### src/rtl/nvram_backup_sequencer.sv
// HPS-side port B controller for the NVRAM: streams a full backup image after a CPU quiet
// period or on request, and writes a full restore image back while CPU access is gated.
module nvram_backup_sequencer #(
  parameter int ADDR_W       = 13,
  parameter int QUIET_CYCLES = 30000000,
  parameter int TMR_W        = 25
) (
  input  logic              clk30,
  input  logic              reset,
  input  logic              cpu_write_pulse,
  input  logic              force_backup,
  input  logic              restore_req,
  input  logic              restore_valid,
  input  logic [7:0]        restore_data,
  output logic [ADDR_W-1:0] nvram_adr,
  output logic [7:0]        nvram_wdata,
  output logic              nvram_we,
  input  logic [7:0]        nvram_rdata,
  output logic              backup_valid,
  output logic [ADDR_W-1:0] backup_adr,
  output logic [7:0]        backup_data,
  input  logic              backup_ready,
  output logic              allow_cpu_access,
  output logic              dirty,
  output logic              busy,
  output logic              backup_done,
  output logic              restore_done
);

  typedef enum logic [1:0] {IDLE, RESTORE, BK_READ, BK_PRESENT} state_t;

  localparam logic [ADDR_W-1:0] ADR_MAX = '1;
  localparam logic [TMR_W-1:0]  TMR_MAX = TMR_W'(QUIET_CYCLES - 1);

  state_t            state, state_nxt;
  logic [ADDR_W-1:0] adr, adr_nxt;
  logic [TMR_W-1:0]  timer, timer_nxt;
  logic              dirty_nxt;
  logic              backup_done_nxt, restore_done_nxt;
  logic              loaded;
  logic [7:0]        data_hold;

  function automatic logic [TMR_W-1:0] sat_inc(input logic [TMR_W-1:0] t);
    return (t == TMR_MAX) ? t : t + TMR_W'(1);
  endfunction

  always_comb begin
    state_nxt        = state;
    adr_nxt          = adr;
    dirty_nxt        = dirty;
    timer_nxt        = timer;
    backup_done_nxt  = 1'b0;
    restore_done_nxt = 1'b0;

    // A restore overwrites the whole image, so CPU writes seen during it are not tracked.
    if (state != RESTORE) begin
      if (cpu_write_pulse) begin
        dirty_nxt = 1'b1;
        timer_nxt = '0;
      end else if (dirty && state == IDLE) begin
        timer_nxt = sat_inc(timer);
      end
    end

    case (state)
      IDLE: begin
        if (restore_req) begin
          state_nxt = RESTORE;
          adr_nxt   = '0;
        end else if (force_backup || (dirty && timer == TMR_MAX && !cpu_write_pulse)) begin
          state_nxt = BK_READ;
          adr_nxt   = '0;
          dirty_nxt = cpu_write_pulse;
          timer_nxt = '0;
        end
      end
      RESTORE: begin
        if (restore_valid) begin
          adr_nxt = adr + ADDR_W'(1);
          if (adr == ADR_MAX) begin
            state_nxt        = IDLE;
            restore_done_nxt = 1'b1;
            dirty_nxt        = 1'b0;
            timer_nxt        = '0;
          end
        end
      end
      BK_READ: begin
        if (restore_req) begin
          state_nxt = RESTORE;
          adr_nxt   = '0;
        end else begin
          state_nxt = BK_PRESENT;
        end
      end
      BK_PRESENT: begin
        if (restore_req) begin
          state_nxt = RESTORE;
          adr_nxt   = '0;
        end else if (backup_ready) begin
          if (adr == ADR_MAX) begin
            state_nxt       = IDLE;
            adr_nxt         = '0;
            backup_done_nxt = 1'b1;
          end else begin
            state_nxt = BK_READ;
            adr_nxt   = adr + ADDR_W'(1);
          end
        end
      end
      default: state_nxt = IDLE;
    endcase
  end

  always_ff @(posedge clk30) begin
    if (reset) begin
      state        <= IDLE;
      adr          <= '0;
      dirty        <= 1'b0;
      timer        <= '0;
      backup_done  <= 1'b0;
      restore_done <= 1'b0;
      loaded       <= 1'b0;
    end else begin
      state        <= state_nxt;
      adr          <= adr_nxt;
      dirty        <= dirty_nxt;
      timer        <= timer_nxt;
      backup_done  <= backup_done_nxt;
      restore_done <= restore_done_nxt;
      loaded       <= (state == BK_PRESENT);
    end
  end

  // RAM output is first valid in the opening BK_PRESENT cycle; hold it while HPS stalls.
  always_ff @(posedge clk30) begin
    if (state == BK_PRESENT && !loaded)
      data_hold <= nvram_rdata;
  end

  assign nvram_adr        = adr;
  assign nvram_wdata      = restore_data;
  assign nvram_we         = (state == RESTORE) && restore_valid;
  assign backup_valid     = (state == BK_PRESENT);
  assign backup_adr       = adr;
  assign backup_data      = loaded ? data_hold : nvram_rdata;
  assign allow_cpu_access = (state != RESTORE);
  assign busy             = (state != IDLE);

endmodule

### config.mk
export PLATFORM = sky130hd
export DESIGN_NAME = nvram_backup_sequencer
export DESIGN_NICKNAME = d
export VERILOG_FILES = /design/src/rtl/nvram_backup_sequencer.sv
export SDC_FILE = /design/constraint.sdc
export NUM_CORES = 1
export LEC_CHECK = 0
export BUFFER_PORTS_ARGS = -buffer_cell sky130_fd_sc_hd__buf_2
export CORE_MARGIN = 10
export CORE_UTILIZATION = 53
export DETAILED_ROUTE_END_ITERATION = 6
export MAX_ROUTING_LAYER = met4
export PLACE_DENSITY = 0.8
export SLEW_MARGIN = 15
export SYNTH_ARGS = -nofsm -noshare
export SYNTH_HDL_FRONTEND = slang
export SYNTH_SLANG_ARGS = --single-unit
### constraint.sdc
create_clock -name clk30 -period 2.35 [get_ports clk30]
set_input_delay 0.235 -clock clk30 [delete_from_list [all_inputs] [get_ports clk30]]
set_output_delay 0.235 -clock clk30 [all_outputs]
set_load 0.05 [all_outputs]
==> flow_summary.toml <==
[logic_synthesis]
synthesis.area_um2 = 2760
synth_cell_types = 48
synth-async-reset-ratio = 0
yosys_warnings = 0
yosys_most_used_dff = "dfxtp_1"
synth_fp_nets = 342
synth_seq_cells = 52
ys_seq_area_frac = 0.407
netlist_instances = 317
syn_avg_cell_area_um2 = 8.69
synth_edf_count = 8

[routing]
drc = 0
final_antenna_net_count = 0
drt_wl_total_um = 6090
vias_per_cell = 5.46
wire_per_inst_um = 14.3
dr_total_vias = 2325
drt-initial-drc-count = 97
drt_first_pass_iters = 4

[critical_path]
start_kind = "flip-flop"
cp-end-kind = "flip-flop"
cp_max_fo = 7
critPathKind = "flip-flop to flip-flop"
worstPathRequired_ps = 2590
worst_ep_arrival_time_ps = 2390

[pwr]
switching_share = 0.277
irDropWorstVdd_mv = 0.242
p_leak_uw = 0.00114
power_frac_seq = 0.560
p_per_area_nw_per_um2 = 538
p_total_uw = 1650
pwr-share-comb = 0.144
p_switching_uw = 458
clock_power_share = 0.296
intPower_uw = 1190

[clock_network]
tritoncts = "built"
postCtsSetupRepairBufs = 0
cts_max_path_buffers = 2
numCtsBuffers = 5
clockRootBuffer = "clkbuf_8"
clock_latency_ps = 310
htreeDepth = 2
cts_sinks = 52
clk_pin_slew_worst_paths_ps = 90

[die]
pin_count = 72
dieWidth_um = 92.1
start_util = 0.543
core_um2 = 5070
fp.dieH_um = 92.1
rows = 26
die_area_um2 = 8480

[place]
dp_hpwl_um = 4510
placed_area_um2 = 2990
portBuffers = 55
place.gp.congestion = 0.850

[sta]
period_share = 0.916
slew_headroom = 0.504
setup_tns_ps = 0
worstMarginPinSlew_ps = 740
period_minus_slack_ps = 2150
timing_hold_violations_final = 0
maxSlewViolCount = 0
rsz0062_at_grt = "no"
fin_skew_ps = 7.65
max_freq_mhz = 465
setup_viol = 0

[layout]
nets = 380
final_cell_area_um2 = 3070
register_area_um2 = 1120
drive_gt1_frac = 0.258
diodes = 0
multiInputGateArea_um2 = 1380
area_growth_pct = 11.5
nFillCells = 472

[grt]
globalRouteOverflowTotal = 0
first_global_vias = 2227
grt_max_degree = 29
track_usage = 0.151
antenna_found_initial = 0
grt_first_pass_wirelength_um = 10600

[hold_path]
hold_class = "primary input to flip-flop"

[job]
maxCapViolCount = 0

[outcome]
outcome = "finished, final reports clean"
[layout make-up]
type | instances | share of cell area
multi-input cells | 218 | 0.450
flip-flops and latches | 52 | 0.366
repair buffers | 64 | 0.112
well taps | 70 | 0.0285
clock buffers | 7 | 0.0248
inverters | 14 | 0.0171
clock inverters | 1 | 0.00163
[critical path: stages, from the launching register on]
cell and delay [ps]:
dfxtp_2 380, ha_2 220, and3_1 210, and4_1 290, a31oi_4 150, a21o_1 200, or4_1 490, a21oi_1 140
[cells in the final DEF, fill, tap and decap left out, types with 2 or more instances in the layout]
cell type  Yosys  routed
buf_2          4      55
nor2_1        46      46
dfxtp_1       44      41
nand2_1       24      24
inv_1         14      14
xnor2_1       14      14
nand3_1       13      13
a21oi_1       13      13
nor3_1        11      11
nand4_1       10      10
o21ai_0       10       9
buf_4         21       9
mux2_2         8       8
or3_1          8       8
xor2_1         8       8
edfxtp_1       8       8
and3_1         5       5
o32ai_1        5       5
clkbuf_8       0       5
a31oi_1        3       3
nand3b_1       3       3
dfxtp_2        0       3
nand2b_1       2       2
and4_1         2       2
nor4_1         3       2
or4_1          2       2
a211o_1        2       2
o41ai_1        2       2
o21a_1         2       2
nand4b_1       2       2
clkbuf_1       8       2
[cell families after synthesis]
family	count (synthesis)	share of synthesized area
adder cells (fa/ha/maj)	2	0.00908
buffers and inverters	47	0.0945
multiplexers	9	0.0363
flip-flops	52	0.407
AND/OR/NAND/NOR	141	0.270
AO/OA/AOI/OAI	44	0.114
XOR/XNOR	22	0.0699
[state kept, by name (all words and copies together), names as in the netlist]
signal	count
state	2
timer	25
data_hold	8
backup_adr	13
restore_done	1
loaded	1
dirty	1
backup_done	1
[path summary, 6_finish.rpt]
check | from | to | slack (ps) | cells after the start
hold / removal | nvram_rdata[4] | data_hold[4] | 110 | 1
setup reg to reg | timer[1] | backup_adr[11] | 200 | 7
hold reg to reg | backup_adr[1] | backup_adr[1] | 490 | 2
setup / recovery | timer[1] | backup_adr[11] | 200 | 7
[per-layer routing]
| layer | GRT usage | vias up | share of wire |
|---|---|---|---|
| met5 | - | - | 0 |
| met4 | 0.0566 | 0 | 0.014 |
| met3 | 0.0391 | 8 | 0.057 |
| met2 | 0.232 | 59 | 0.46 |
| met1 | 0.185 | 1088 | 0.47 |
| li1 | - | 1170 | - |
[power by group through the flow]
stage               Sequential [uW]  Clock, uW  Combinational [uW]
finish                          924        489                 238
global route                    927        541                 257
CTS                             924        509                 237
detailed placement              945          0                 236
global placement                945          0                 233
floorplan                       953          0                 199
[synthesized netlist by cell type (2+ instances only)]
cell | count | area, um2
a211o_1 | 2 | 17.5
a21oi_1 | 13 | 65.1
a31oi_1 | 3 | 18.8
and3_1 | 5 | 31.3
and4_1 | 2 | 17.5
buf_2 | 4 | 20.0
buf_4 | 21 | 158
clkbuf_1 | 8 | 30.0
dfxtp_1 | 44 | 881
edfxtp_1 | 8 | 240
ha_1 | 2 | 25.0
inv_1 | 14 | 52.6
mux2_2 | 8 | 90.1
nand2_1 | 24 | 90.1
nand2b_1 | 2 | 12.5
nand3_1 | 13 | 65.1
nand3b_1 | 3 | 22.5
nand4_1 | 10 | 62.6
nand4b_1 | 2 | 17.5
nor2_1 | 46 | 173
nor3_1 | 11 | 55.1
nor4_1 | 3 | 18.8
o21a_1 | 2 | 15.0
o21ai_0 | 10 | 50.1
o32ai_1 | 5 | 43.8
o41ai_1 | 2 | 17.5
or3_1 | 8 | 50.1
or4_1 | 2 | 15.0
xnor2_1 | 14 | 123
xor2_1 | 8 | 70.1
[repair_timing]
item / CTS / global route
setup endpoints to repair: 0 / 2
hold buffers: 0 / 0
gates resized for setup: 0 / 3
[metrics by stage]
step	utilization	worst slack (ps)	cells	hold WS (ps)
final	0.605	198	426	114
after global routing	0.605	47.4	426	103
after CTS	0.605	110	426	105
after detailed placement	0.589	140	418	432
after global placement	0.589	209	418	429
after floorplan	-	24.0	317	334
No activity file was read; power rests on OpenSTA's default activity.
